--- src/rtl/cfg_reg_pkg.sv ---
// rtl/cfg_reg_pkg.sv - shared types, address offsets and reset values for cfg_reg_bank
package cfg_reg_pkg;

    typedef enum logic [1:0] {
        ST_IDLE    = 2'd0,
        ST_WAIT    = 2'd1,
        ST_ACK     = 2'd2,
        ST_RELEASE = 2'd3
    } state_t;

    function automatic int ctrl_ofs(input int num_ports);
        return num_ports;
    endfunction

    function automatic int version_ofs(input int num_ports);
        return num_ports + 1;
    endfunction

    localparam int   RST_REG_VAL = 0;
    localparam logic RST_ACK     = 1'b0;
    localparam logic RST_ERR     = 1'b0;

endpackage

--- src/rtl/lat_counter.sv ---
// rtl/lat_counter.sv - loadable down-counter timing the WAIT phase of a request
module lat_counter #(
    parameter int CNT_W    = 1,
    parameter int LOAD_VAL = 0
) (
    input  logic clk,
    input  logic rst,
    input  logic load,
    input  logic dec,
    output logic done
);

    logic [CNT_W-1:0] cnt_q;

    always_ff @(posedge clk or posedge rst) begin
        if (rst) begin
            cnt_q <= '0;
        end else if (load) begin
            cnt_q <= CNT_W'(LOAD_VAL);
        end else if (dec && (cnt_q != '0)) begin
            cnt_q <= cnt_q - CNT_W'(1);
        end
    end

    // done marks the final WAIT cycle so the FSM can enter ACK on the next edge
    assign done = (cnt_q == CNT_W'(1));

endmodule

--- src/rtl/cfg_reg_bank.sv ---
// rtl/cfg_reg_bank.sv - per-port address registers, CTRL and VERSION behind a
// request/ack handshake with fixed ack latency
module cfg_reg_bank
    import cfg_reg_pkg::*;
#(
    parameter int                DATA_W    = 8,
    parameter int                ADDR_W    = 8,
    parameter int                NUM_PORTS = 4,
    parameter int                ACK_LAT   = 1,
    parameter logic [DATA_W-1:0] VERSION   = 8'h01
) (
    input  logic                        clk,
    input  logic                        rst,
    input  logic                        mem_sel_en,
    input  logic [ADDR_W-1:0]           mem_addr,
    input  logic [DATA_W-1:0]           mem_wr_data,
    input  logic                        mem_wr_rd_s,
    output logic [DATA_W-1:0]           mem_rd_data,
    output logic                        mem_ack,
    output logic                        mem_err,
    output logic [NUM_PORTS*DATA_W-1:0] port_addr_o,
    output logic                        cfg_en_o,
    output logic                        busy_o
);

    localparam int CTRL_A = ctrl_ofs(NUM_PORTS);
    localparam int VER_A  = version_ofs(NUM_PORTS);
    localparam int CNT_W  = (ACK_LAT > 1) ? $clog2(ACK_LAT) : 1;

    state_t              state_q;
    logic [ADDR_W-1:0]   addr_q;
    logic [DATA_W-1:0]   data_q;
    logic                wr_q;
    logic [DATA_W-1:0]   port_q [NUM_PORTS];
    logic [DATA_W-1:0]   ctrl_q;

    logic                accept;
    logic                cnt_done;
    logic                fire;
    logic [ADDR_W-1:0]   op_addr;
    logic [DATA_W-1:0]   op_data;
    logic                op_wr;
    logic [DATA_W-1:0]   rd_val;
    logic                mapped;
    logic                op_err;
    logic                wr_en;

    assign accept = (state_q == ST_IDLE) && mem_sel_en;

    lat_counter #(
        .CNT_W    (CNT_W),
        .LOAD_VAL (ACK_LAT - 1)
    ) u_lat_counter (
        .clk  (clk),
        .rst  (rst),
        .load (accept),
        .dec  (state_q == ST_WAIT),
        .done (cnt_done)
    );

    // With ACK_LAT=1 the operation executes on the accept edge, before capture
    always_comb begin
        op_addr = addr_q;
        op_data = data_q;
        op_wr   = wr_q;
        if (state_q == ST_IDLE) begin
            op_addr = mem_addr;
            op_data = mem_wr_data;
            op_wr   = mem_wr_rd_s;
        end
    end

    assign fire = (accept && (ACK_LAT == 1)) || ((state_q == ST_WAIT) && cnt_done);

    always_comb begin
        rd_val = '0;
        mapped = 1'b0;
        for (int i = 0; i < NUM_PORTS; i++) begin
            if (op_addr == ADDR_W'(i)) begin
                rd_val = port_q[i];
                mapped = 1'b1;
            end
        end
        if (op_addr == ADDR_W'(CTRL_A)) begin
            rd_val = ctrl_q;
            mapped = 1'b1;
        end
        if (op_addr == ADDR_W'(VER_A)) begin
            rd_val = VERSION;
            mapped = 1'b1;
        end
    end

    assign op_err = !mapped || (op_wr && (op_addr == ADDR_W'(VER_A)));
    assign wr_en  = fire && op_wr && !op_err;

    always_ff @(posedge clk or posedge rst) begin
        if (rst) begin
            for (int i = 0; i < NUM_PORTS; i++) begin
                port_q[i] <= DATA_W'(RST_REG_VAL);
            end
            ctrl_q <= DATA_W'(RST_REG_VAL);
        end else if (wr_en) begin
            for (int i = 0; i < NUM_PORTS; i++) begin
                if (op_addr == ADDR_W'(i)) begin
                    port_q[i] <= op_data;
                end
            end
            if (op_addr == ADDR_W'(CTRL_A)) begin
                ctrl_q <= op_data;
            end
        end
    end

    always_ff @(posedge clk or posedge rst) begin
        if (rst) begin
            state_q     <= ST_IDLE;
            addr_q      <= '0;
            data_q      <= '0;
            wr_q        <= 1'b0;
            mem_ack     <= RST_ACK;
            mem_err     <= RST_ERR;
            mem_rd_data <= DATA_W'(RST_REG_VAL);
        end else begin
            mem_ack     <= 1'b0;
            mem_err     <= 1'b0;
            mem_rd_data <= '0;
            if (fire) begin
                mem_ack     <= 1'b1;
                mem_err     <= op_err;
                mem_rd_data <= (!op_wr && !op_err) ? rd_val : '0;
            end
            case (state_q)
                ST_IDLE: begin
                    if (mem_sel_en) begin
                        addr_q  <= mem_addr;
                        data_q  <= mem_wr_data;
                        wr_q    <= mem_wr_rd_s;
                        state_q <= (ACK_LAT == 1) ? ST_ACK : ST_WAIT;
                    end
                end
                ST_WAIT: begin
                    if (cnt_done) begin
                        state_q <= ST_ACK;
                    end
                end
                ST_ACK: begin
                    state_q <= ST_RELEASE;
                end
                ST_RELEASE: begin
                    // a request still held after its ack must not run again
                    if (!mem_sel_en) begin
                        state_q <= ST_IDLE;
                    end
                end
                default: state_q <= ST_IDLE;
            endcase
        end
    end

    for (genvar g = 0; g < NUM_PORTS; g++) begin : g_port_out
        assign port_addr_o[g*DATA_W +: DATA_W] = port_q[g];
    end

    assign cfg_en_o = ctrl_q[0];
    assign busy_o   = (state_q != ST_IDLE);

endmodule

--- config.mk ---
export PLATFORM = sky130hd
export DESIGN_NAME = cfg_reg_bank
export DESIGN_NICKNAME = d
export VERILOG_FILES = /design/src/rtl/cfg_reg_pkg.sv /design/src/rtl/lat_counter.sv /design/src/rtl/cfg_reg_bank.sv
export SDC_FILE = /design/constraint.sdc
export NUM_CORES = 1
export LEC_CHECK = 0
export BUFFER_PORTS_ARGS = -buffer_cell sky130_fd_sc_hd__buf_2
export CORE_ASPECT_RATIO = 1.75
export CORE_MARGIN = 2
export CORE_UTILIZATION = 55
export CTS_CLUSTER_SIZE = 24
export DETAILED_ROUTE_END_ITERATION = 8
export PLACE_DENSITY = 0.8
export SKIP_CTS_REPAIR_TIMING = 1
export SLEW_MARGIN = 20
export SYNTH_ARGS = -nofsm -noshare
export SYNTH_HDL_FRONTEND = slang
export SYNTH_HIERARCHICAL = 1
export SYNTH_SLANG_ARGS = --single-unit
--- constraint.sdc ---
create_clock -name clk -period 2.5 [get_ports clk]
set_clock_uncertainty 0.1 [all_clocks]
set_input_delay 0.5 -clock clk [delete_from_list [all_inputs] [get_ports clk]]
set_output_delay 0.5 -clock clk [all_outputs]
set_load 0.02 [all_outputs]
# Yosys cells after proc, flatten, opt, wreduce, memory -nomap -nowiden
# Cells that the tools add are included.
# Widths: inputs -> output; s select.
word_totals:
  regBits: 70
  elab_cells: 72
  inputBits: 20
  output_inout_bits: 44
op_classes:
  reduce_logical: 22
  eq_ne: 11
  muxes: 25
  n_addsub: 1
ops:
  columns: ["operator", "n"]
  rows:
  - ["$mux 8", 10]
  - ["$eq 8x2->1 const B", 2]
  - ["$eq 8x3->1 const B", 2]
  - ["$reduce_and 2->1", 6]
  - ["$mux 1", 11]
  - ["$eq 8x1->1 const B", 1]
  - ["$logic_not 8->1", 1]
  - ["$pmux 2 s4", 1]
  - ["$logic_and 1x1->1", 6]
  - ["$mux 2", 3]
  - ["$ne 2x2->1 const B", 3]
  - ["$eq 2x2->1 const B", 2]
  - ["$reduce_bool 2->1", 2]
  - ["$logic_not 1->1", 3]
  - ["$reduce_and 3->1", 1]
  - ["$eq 2x1->1 const B", 1]
  - ["$logic_not 2->1", 1]
  - ["$logic_or 1x1->1", 2]
  - ["$sub 1x1->1 const B", 1]

# Longest topological paths before layout
# Gate-level depths: netlist (run 1).
logic_depth:
  ltp_word: 15
  mapped_depth: 8
  depth_no_buf: 6

# Cells and area by module
# The synthesis (run 1) kept the hierarchy.
modules_own_cells:
  columns: ["mod", "seq_area_each_um2", "cells_each", "area_each_um2", "instances"]
  rows:
  - ["cfg_reg_bank", 1726.7, 223, 3168.0, 1]
  - ["lat_counter", 25.0, 3, 41.3, 1]

# Worst setup path after synthesis (run 1)
# Ideal clock, no wire load.
synth_path:
  path_type: "register -> register"
  from: "register state_q[1]"
  to: "register mem_rd_data[3]"
  setup_time_ns: 0.147
  arrival_ns: 2.082
  n_path_buf: 2
  stages_incl_launch_ff: 8
  synth_period_minus_slack_ns: 2.329
  slack_ns: 0.171
  t_required_ns: 2.253
  path_cell_list: "dfrtp_1 > clkbuf_8 > nor2_4 > mux2i_1 > clkbuf_1 > mux2_2 > a222oi_1 > a211oi_1"
synth_between:
  elab_chain_len: 15
  elab_cells_between_ends: 33
  classes_between: "eq/ne: 6; mux: 16; reduce/logical: 11"
synth_rtl:
  columns: ["element", "line_no", "rtl"]
  rows:
  - ["start: declaration", "cfg_reg_bank.sv:30", "state_t state_q;"]
  - ["start signal: assignment", "cfg_reg_bank.sv:139", "state_q <= (ACK_LAT == 1) ? ST_ACK : ST_WAIT;"]
  - ["$logic_not 2->1", "cfg_reg_bank.sv:48, cfg_reg_bank.sv:66", null]
  - ["$mux 8", "cfg_reg_bank.sv:66", "if (state_q == ST_IDLE) begin"]
  - ["$logic_not 8->1", "cfg_reg_bank.sv:79", "if (op_addr == ADDR_W'(i)) begin"]
  - ["$mux 1 (4 in a row)", "cfg_reg_bank.sv:79", null]
  - ["$mux 1", "cfg_reg_bank.sv:84", "if (op_addr == ADDR_W'(CTRL_A)) begin"]
  - ["$mux 1", "cfg_reg_bank.sv:88", "if (op_addr == ADDR_W'(VER_A)) begin"]
  - ["$logic_not 1->1", "cfg_reg_bank.sv:94", "assign op_err = !mapped || (op_wr && (op_addr == ADDR_W'(VER_A)));"]
  - ["$logic_or 1x1->1", "cfg_reg_bank.sv:94", null]
  - ["$logic_not 1->1", "cfg_reg_bank.sv:131", "mem_rd_data <= (!op_wr && !op_err) ? rd_val : '0;"]
  - ["$logic_and 1x1->1", "cfg_reg_bank.sv:131", null]
  - ["$mux 8", "cfg_reg_bank.sv:131", null]
  - ["$mux 8 (*)", "cfg_reg_bank.sv:128", "if (fire) begin"]
  - ["end signal: assignment", "cfg_reg_bank.sv:123", "mem_rd_data <= DATA_W'(RST_REG_VAL);"]
  - ["end signal: assignment", "cfg_reg_bank.sv:131", null]
  - ["end: declaration", "cfg_reg_bank.sv:18", "output logic [DATA_W-1:0] mem_rd_data,"]
# Mark *: on every way between the ends. The rest lies on a longest branch, timed or not.
# A chain may end at the register's enable or synchronous reset.

# Worst setup path in the final report (run 1)
layout_path:
  from: "register addr_q[7]"
  to: "register mem_rd_data[1]"
layout_between:
  elab_chain_len: 14
  elab_cells_between_ends: 26
  classes_between: "eq/ne: 5; mux: 15; reduce/logical: 6"
layout_rtl:
  columns: ["element", "line_no", "rtl"]
  rows:
  - ["start: declaration", "cfg_reg_bank.sv:31", "logic [ADDR_W-1:0] addr_q;"]
  - ["start signal: assignment", "cfg_reg_bank.sv:136", "addr_q <= mem_addr;"]
  - ["$mux 8 (*)", "cfg_reg_bank.sv:66", null]
  - ["$logic_not 8->1", "cfg_reg_bank.sv:79", null]
  - ["$mux 1 (4 in a row)", "cfg_reg_bank.sv:79", null]
  - ["$mux 1", "cfg_reg_bank.sv:84", null]
  - ["$mux 1", "cfg_reg_bank.sv:88", null]
  - ["$logic_not 1->1", "cfg_reg_bank.sv:94", null]
  - ["$logic_or 1x1->1", "cfg_reg_bank.sv:94", null]
  - ["$logic_not 1->1", "cfg_reg_bank.sv:131", null]
  - ["$logic_and 1x1->1", "cfg_reg_bank.sv:131", null]
  - ["$mux 8 (*)", "cfg_reg_bank.sv:131", null]
  - ["$mux 8 (*)", "cfg_reg_bank.sv:128", null]
# Marks and branches as above.

==> results of run 1 <==
[final timing paths]
path | startpoint | endpoint | slack (ns)
worst max-delay path | addr_q[7] | mem_rd_data[1] | 0.05
worst min register to register | ctrl_q[3] | ctrl_q[3] | 0.41
worst min-delay path | mem_addr[6] | addr_q[6] | 0.30
worst max register to register | addr_q[7] | mem_rd_data[1] | 0.05
max in group asynchronous | rst | port_addr_o[3] | 1.23
min in group asynchronous | rst | u_lat_counter/done | 0.44
[placed cells by master, fill, tap and decap left out, types with 3 or more instances in the layout]
| master | instances |
|---|---|
| buf_12 | 3 |
| nor2_1 | 10 |
| clkbuf_8 | 13 |
| and2_1 | 4 |
| buf_4 | 15 |
| inv_1 | 4 |
| mux2i_1 | 3 |
| nand2_1 | 3 |
| a222oi_1 | 7 |
| a211oi_1 | 6 |
| buf_2 | 63 |
| dfrtp_1 | 70 |
| mux2_2 | 72 |
[report_power, final]
part / internal [mW] / switching (mW) / total (mW)
Clock: 0.566 / 0.410 / 0.976
Combinational: 0.603 / 0.720 / 1.32
Sequential: 1.34 / 0.158 / 1.50
[worst max-delay path, delay by kind of cell, from the launching register on]
kind	cells	cell delay, ns
AND/OR/NAND/NOR	2	0.92
AO/OA/AOI/OAI	3	0.59
buffers and inverters	2	0.36
flip-flops	1	0.38
[metal layers]
layer	track usage	share of wire	up-vias
met5	0	0	-
met4	0.119	0.021	0
li1	-	-	1023
met1	0.322	0.38	1174
met2	0.390	0.56	68
met3	0.0520	0.040	12
[state kept, by name, summed over array words and instances (netlist names)]
register            flops
mem_rd_data             8
state_q                 2
u_lat_counter/done      1
addr_q                  8
data_q                  8
wr_q                    1
mem_err                 1
port_addr_o            32
ctrl_q                  8
mem_ack                 1
[final cells by class]
| type | count | area share |
|---|---|---|
| tap | 76 | 0.0237 |
| multi-input combinational | 145 | 0.358 |
| timing repair buffer | 82 | 0.124 |
| inverter | 5 | 0.00467 |
| clock buffer | 13 | 0.0445 |
| sequential | 70 | 0.436 |
| clock inverter | 3 | 0.00996 |
[kinds of logic (layout without fill, tap and decap cells)]
logic type             Yosys count  in the layout
and+or+nand+nor                 41             41
muxes                           77             77
buffers and inverters           11            103
DFF                             70             70
AOI/OAI and AO/OA               27             27
==> impl_metrics.csv, run 1 <==
group,metric,value,unit
sta,fin_crit,2.45,ns
sta,finalWorstSetupSlack,0.0468,ns
finish,finalNonFillerCells,394,
finish,finish.instance_area,4020,sq um
sta,fmax,0.408,GHz
synth,synth_area_per_cell,14.2,sq um
routing,ant_nets,0,
grt,overflow,0,
synth,ys_warn_count,6,
finish,synthToLayoutAreaGrowth,25.3,%
synth,synth_simple_gate_area_frac,0.0889,
finish,fillers,431,
floorplanning,io-pin-count,64,
routing,wirelength,7450,um
synth,synth_top_family_by_area,"multiplexers",
synth,synth_fp_nets,246,
grt,grt_pass1_vias,2214,
synth,synth_mux_area_frac,0.269,
sta,fin_setup_tns,0,ns
sta,relSlewSlack,0.675,
power,cellPowerDensity,945,nW/um^2
placement,dp.cells,376,
synth,synth-compound-area-share,0.0772,
routing,drcViolationCount,0,
grt,grt_start_max_net_pins,39,
synth,synth_ff_type,"dfrtp_1",
cts,path_clk_slew,0.07,ns
setup_path,crit_chain,"or4_4 > or3_4 > o22ai_4 > buf_12 > o2111ai_1 > buf_4 > a211oi_1",
cts,numCtsBuffers,9,
setup_path,start_kind,"register",
sta,maxSlewViolCount,0,
cts,cts.sinks,70,
setup_path,crit_fanout,7,
power,ir_worst_vdd,0.599,mV
setup_path,cp.arrival,2.60,ns
routing,drtPass1Iterations,5,
cts,clk_latency,0.35,ns
synth,yosys-top-cells-count,"72 x mux2_2, 70 x dfrtp_1, 10 x nor2_1, 7 x a211oi_1, 7 x a222oi_1",
floorplanning,fp.coreArea,5590,sq um
synth,synth_fa_ha_area_frac,0,
grt,grt_use_total,0.250,
placement,dpl.hpwl,5330,um
finish,drive_gt1_frac,0.588,
floorplanning,start_util,0.575,
finish,seq_area,1750,sq um
setup_path,crit_slowest_cell,"or4_4",
synth,seq_area_frac_synth,0.546,
sta,period_share,0.981,
sta,worst_hold_slack,0.297,ns
finish,n_antenna_cell,0,
power,power,3.80,mW
routing,vias_per_cell,5.78,
routing,dr_total_vias,2277,
worst_hold_path,min_path_cells,2,
synth,syn_area,3210,sq um
routing,drtIter0Drc,146,
grt,antenna_found_initial,0,
finish,multi_input_area,1440,sq um
cts,cts_max_level,3,
placement,port_buffers,63,
setup_path,slowest_delay,0.54,ns
floorplanning,die_area,6490,sq um
finish,fin_util,0.720,
synth,syn_inst,226,
routing,wl_per_cell,18.9,um
sta,grt_setup_unrepaired,"yes",
sta,hold_violations,0,
sta,finalSetupViolCount,0,
floorplanning,rows,36,
placement,gp_congestion,0.859,
sta,tightest_slew,0.486,ns
synth,synth_cell_types,41,
finish,nNetsFinal,333,
run,maxCapViolCount,0,
synth,async_reset_ff_frac,1.00,
synth,synth-xor-area-share,0,
synth,synth-edff-count,0,
placement,place_ws,0.000365,ns
setup_path,cp.required,2.65,ns
cts,clock_path_buffers,2,
setup_path,end_kind,"register",
floorplanning,die_x,61.7,um
setup_path,reg2reg_depth,7,
synth,synth_area_leaders,"dfrtp_1 55%, mux2_2 25%, a222oi_1 2.2%",
placement,placedInstanceArea,3730,sq um
cts,clockRootBuffer,"clkbuf_8",
floorplanning,fp.dieH,105,um
synth,synthMostInstantiatedCell,"mux2_2",
setup_path,critical_path_class,"reg2reg",
synth,synth_top_area_frac,0.546,
run_status,status,"completed",
worst_hold_path,hold_path_class,"in2reg",
synth,synth_top_area_cell,"dfrtp_1",
power,p_leak,2.06,nW
synth,synth-seq-cells,70,
cts,cts_tree,"built",
grt,grt_pass1_wl,11500,um
No activity file was read; power rests on OpenSTA's default activity.
==> inputs of run 2 (changes only) <==
- CORE_ASPECT_RATIO: 1.75 -> 1.25
- CORE_MARGIN: 2 -> 8
==> impl_metrics.csv, run 2 (synthesis results as in run 1) <==
group,metric,value,unit
routing,vias_per_cell,5.97,
routing,ant_nets,0,
sta,tightest_slew,0.476,ns
floorplanning,die_x,84.3,um
routing,drtIter0Drc,98,
floorplanning,rows,31,
setup_path,slowest_delay,0.55,ns
run,maxCapViolCount,0,
cts,clockRootBuffer,"clkbuf_8",
routing,drtPass1Iterations,4,
floorplanning,die_area,8550,sq um
sta,fin_crit,2.47,ns
cts,numCtsBuffers,9,
sta,period_share,0.989,
grt,grt_pass1_vias,2433,
setup_path,crit_fanout,7,
sta,fin_setup_tns,0,ns
power,cellPowerDensity,940,nW/um^2
finish,multi_input_area,1440,sq um
placement,port_buffers,63,
finish,nNetsFinal,331,
finish,fin_util,0.696,
setup_path,crit_chain,"or4_4 > or3_4 > o22ai_4 > buf_4 > o2111ai_1 > buf_4 > a211oi_1",
sta,fmax,0.404,GHz
grt,overflow,0,
cts,cts.sinks,70,
setup_path,critical_path_class,"reg2reg",
sta,maxSlewViolCount,0,
grt,grt_start_max_net_pins,51,
sta,finalSetupViolCount,0,
setup_path,r2r-end,"mem_rd_data[4]",
grt,grt_use_total,0.181,
cts,cts_tree,"built",
floorplanning,fp.dieH,101,um
cts,clk_latency,0.34,ns
sta,hold_violations,0,
run_status,status,"completed",
finish,seq_area,1750,sq um
placement,dpl.hpwl,5320,um
sta,grt_setup_unrepaired,"yes",
worst_hold_path,holdPathEnd,"data_q[4]",
power,ir_worst_vdd,0.494,mV
grt,antenna_found_initial,0,
setup_path,end_kind,"register",
grt,grt_pass1_wl,12100,um
worst_hold_path,hold_start,"mem_wr_data[4]",
sta,worst_hold_slack,0.296,ns
worst_hold_path,min_path_cells,2,
finish,final_cell_mix,"72 x mux2_2, 70 x dfrtp_1, 63 x buf_2",
power,p_leak,2.03,nW
setup_path,cp.arrival,2.61,ns
placement,place_ws,-0.0520,ns
routing,drcViolationCount,0,
finish,largest_reg_flops,32,
setup_path,r2r_slack,0.03,ns
sta,relSlewSlack,0.679,
setup_path,crit_slowest_cell,"or4_4",
finish,drive_gt1_frac,0.590,
cts,clock_path_buffers,2,
cts,path_clk_slew,0.07,ns
setup_path,start_kind,"register",
floorplanning,io-pin-count,64,
finish,final_common_cell,"mux2_2",
routing,wirelength,7670,um
setup_path,r2r-start,"addr_q[7]",
finish,n_antenna_cell,0,
sta,finalWorstSetupSlack,0.0269,ns
floorplanning,start_util,0.563,
routing,wl_per_cell,20.1,um
routing,dr_total_vias,2275,
placement,gp_congestion,0.781,
cts,cts_max_level,3,
finish,fillers,412,
setup_path,reg2reg_depth,7,
floorplanning,fp.coreArea,5700,sq um
setup_path,cp.required,2.64,ns
finish,synthToLayoutAreaGrowth,23.7,%
setup_path,cpMostUsedCell,"buf_4",
worst_hold_path,hold_path_class,"in2reg",
[run 2: worst max path at each step]
stage | slack [ns] | cells past startpoint | start | endpoint
after floorplan | 0.16 | 1 | rst | addr_q[0]
after global placement | -0.004 | 5 | addr_q[7] | ctrl_q[5]
after detailed placement | -0.05 | 5 | addr_q[7] | port_addr_o[21]
after CTS | -0.06 | 5 | addr_q[7] | port_addr_o[23]
after global routing | -0.06 | 7 | addr_q[7] | mem_rd_data[4]
final | 0.03 | 7 | addr_q[7] | mem_rd_data[4]
[run 2: cell type report]
| type | instances | share of cell area |
|---|---|---|
| clock inverter | 6 | 0.0221 |
| sequential | 70 | 0.441 |
| multi-input combinational | 145 | 0.363 |
| clock buffer | 9 | 0.0312 |
| inverter | 5 | 0.00473 |
| timing repair buffer | 80 | 0.117 |
| tap | 66 | 0.0208 |
[run 2: where the power goes]
part	internal [mW]	total, mW	switching [mW]
combinational	0.546	1.24	0.693
clock	0.553	0.973	0.420
sequential	1.34	1.52	0.175
total	2.44	3.73	1.29
[run 2: worst max-delay path, delay by kind of cell (launching register included)]
kind | cells | cell delay (ns)
AND/OR/NAND/NOR | 2 | 0.93
AO/OA/AOI/OAI | 3 | 0.58
flip-flops | 1 | 0.38
buffers and inverters | 2 | 0.37
[run 2: stage by stage]
stage / power [mW] / instance area, sq um / std cells
3_5_place_dp: 2.73 / 3670 / 362
6_report: 3.73 / 3970 / 381
4_1_cts: 3.71 / 3890 / 377
5_1_grt: 3.93 / 3970 / 381
3_3_place_gp: 2.69 / 3670 / 362
2_1_floorplan: 2.34 / 3210 / 226
[run 2: metal layers]
layer  track usage  up-vias  share of wire  wire, um
met5             0        -              0         0
met4        0.0892        0          0.022       168
met3        0.0547       13          0.063       485
met2         0.301       81           0.50      3840
met1         0.209     1158           0.41      3170
li1              -     1023              -         -
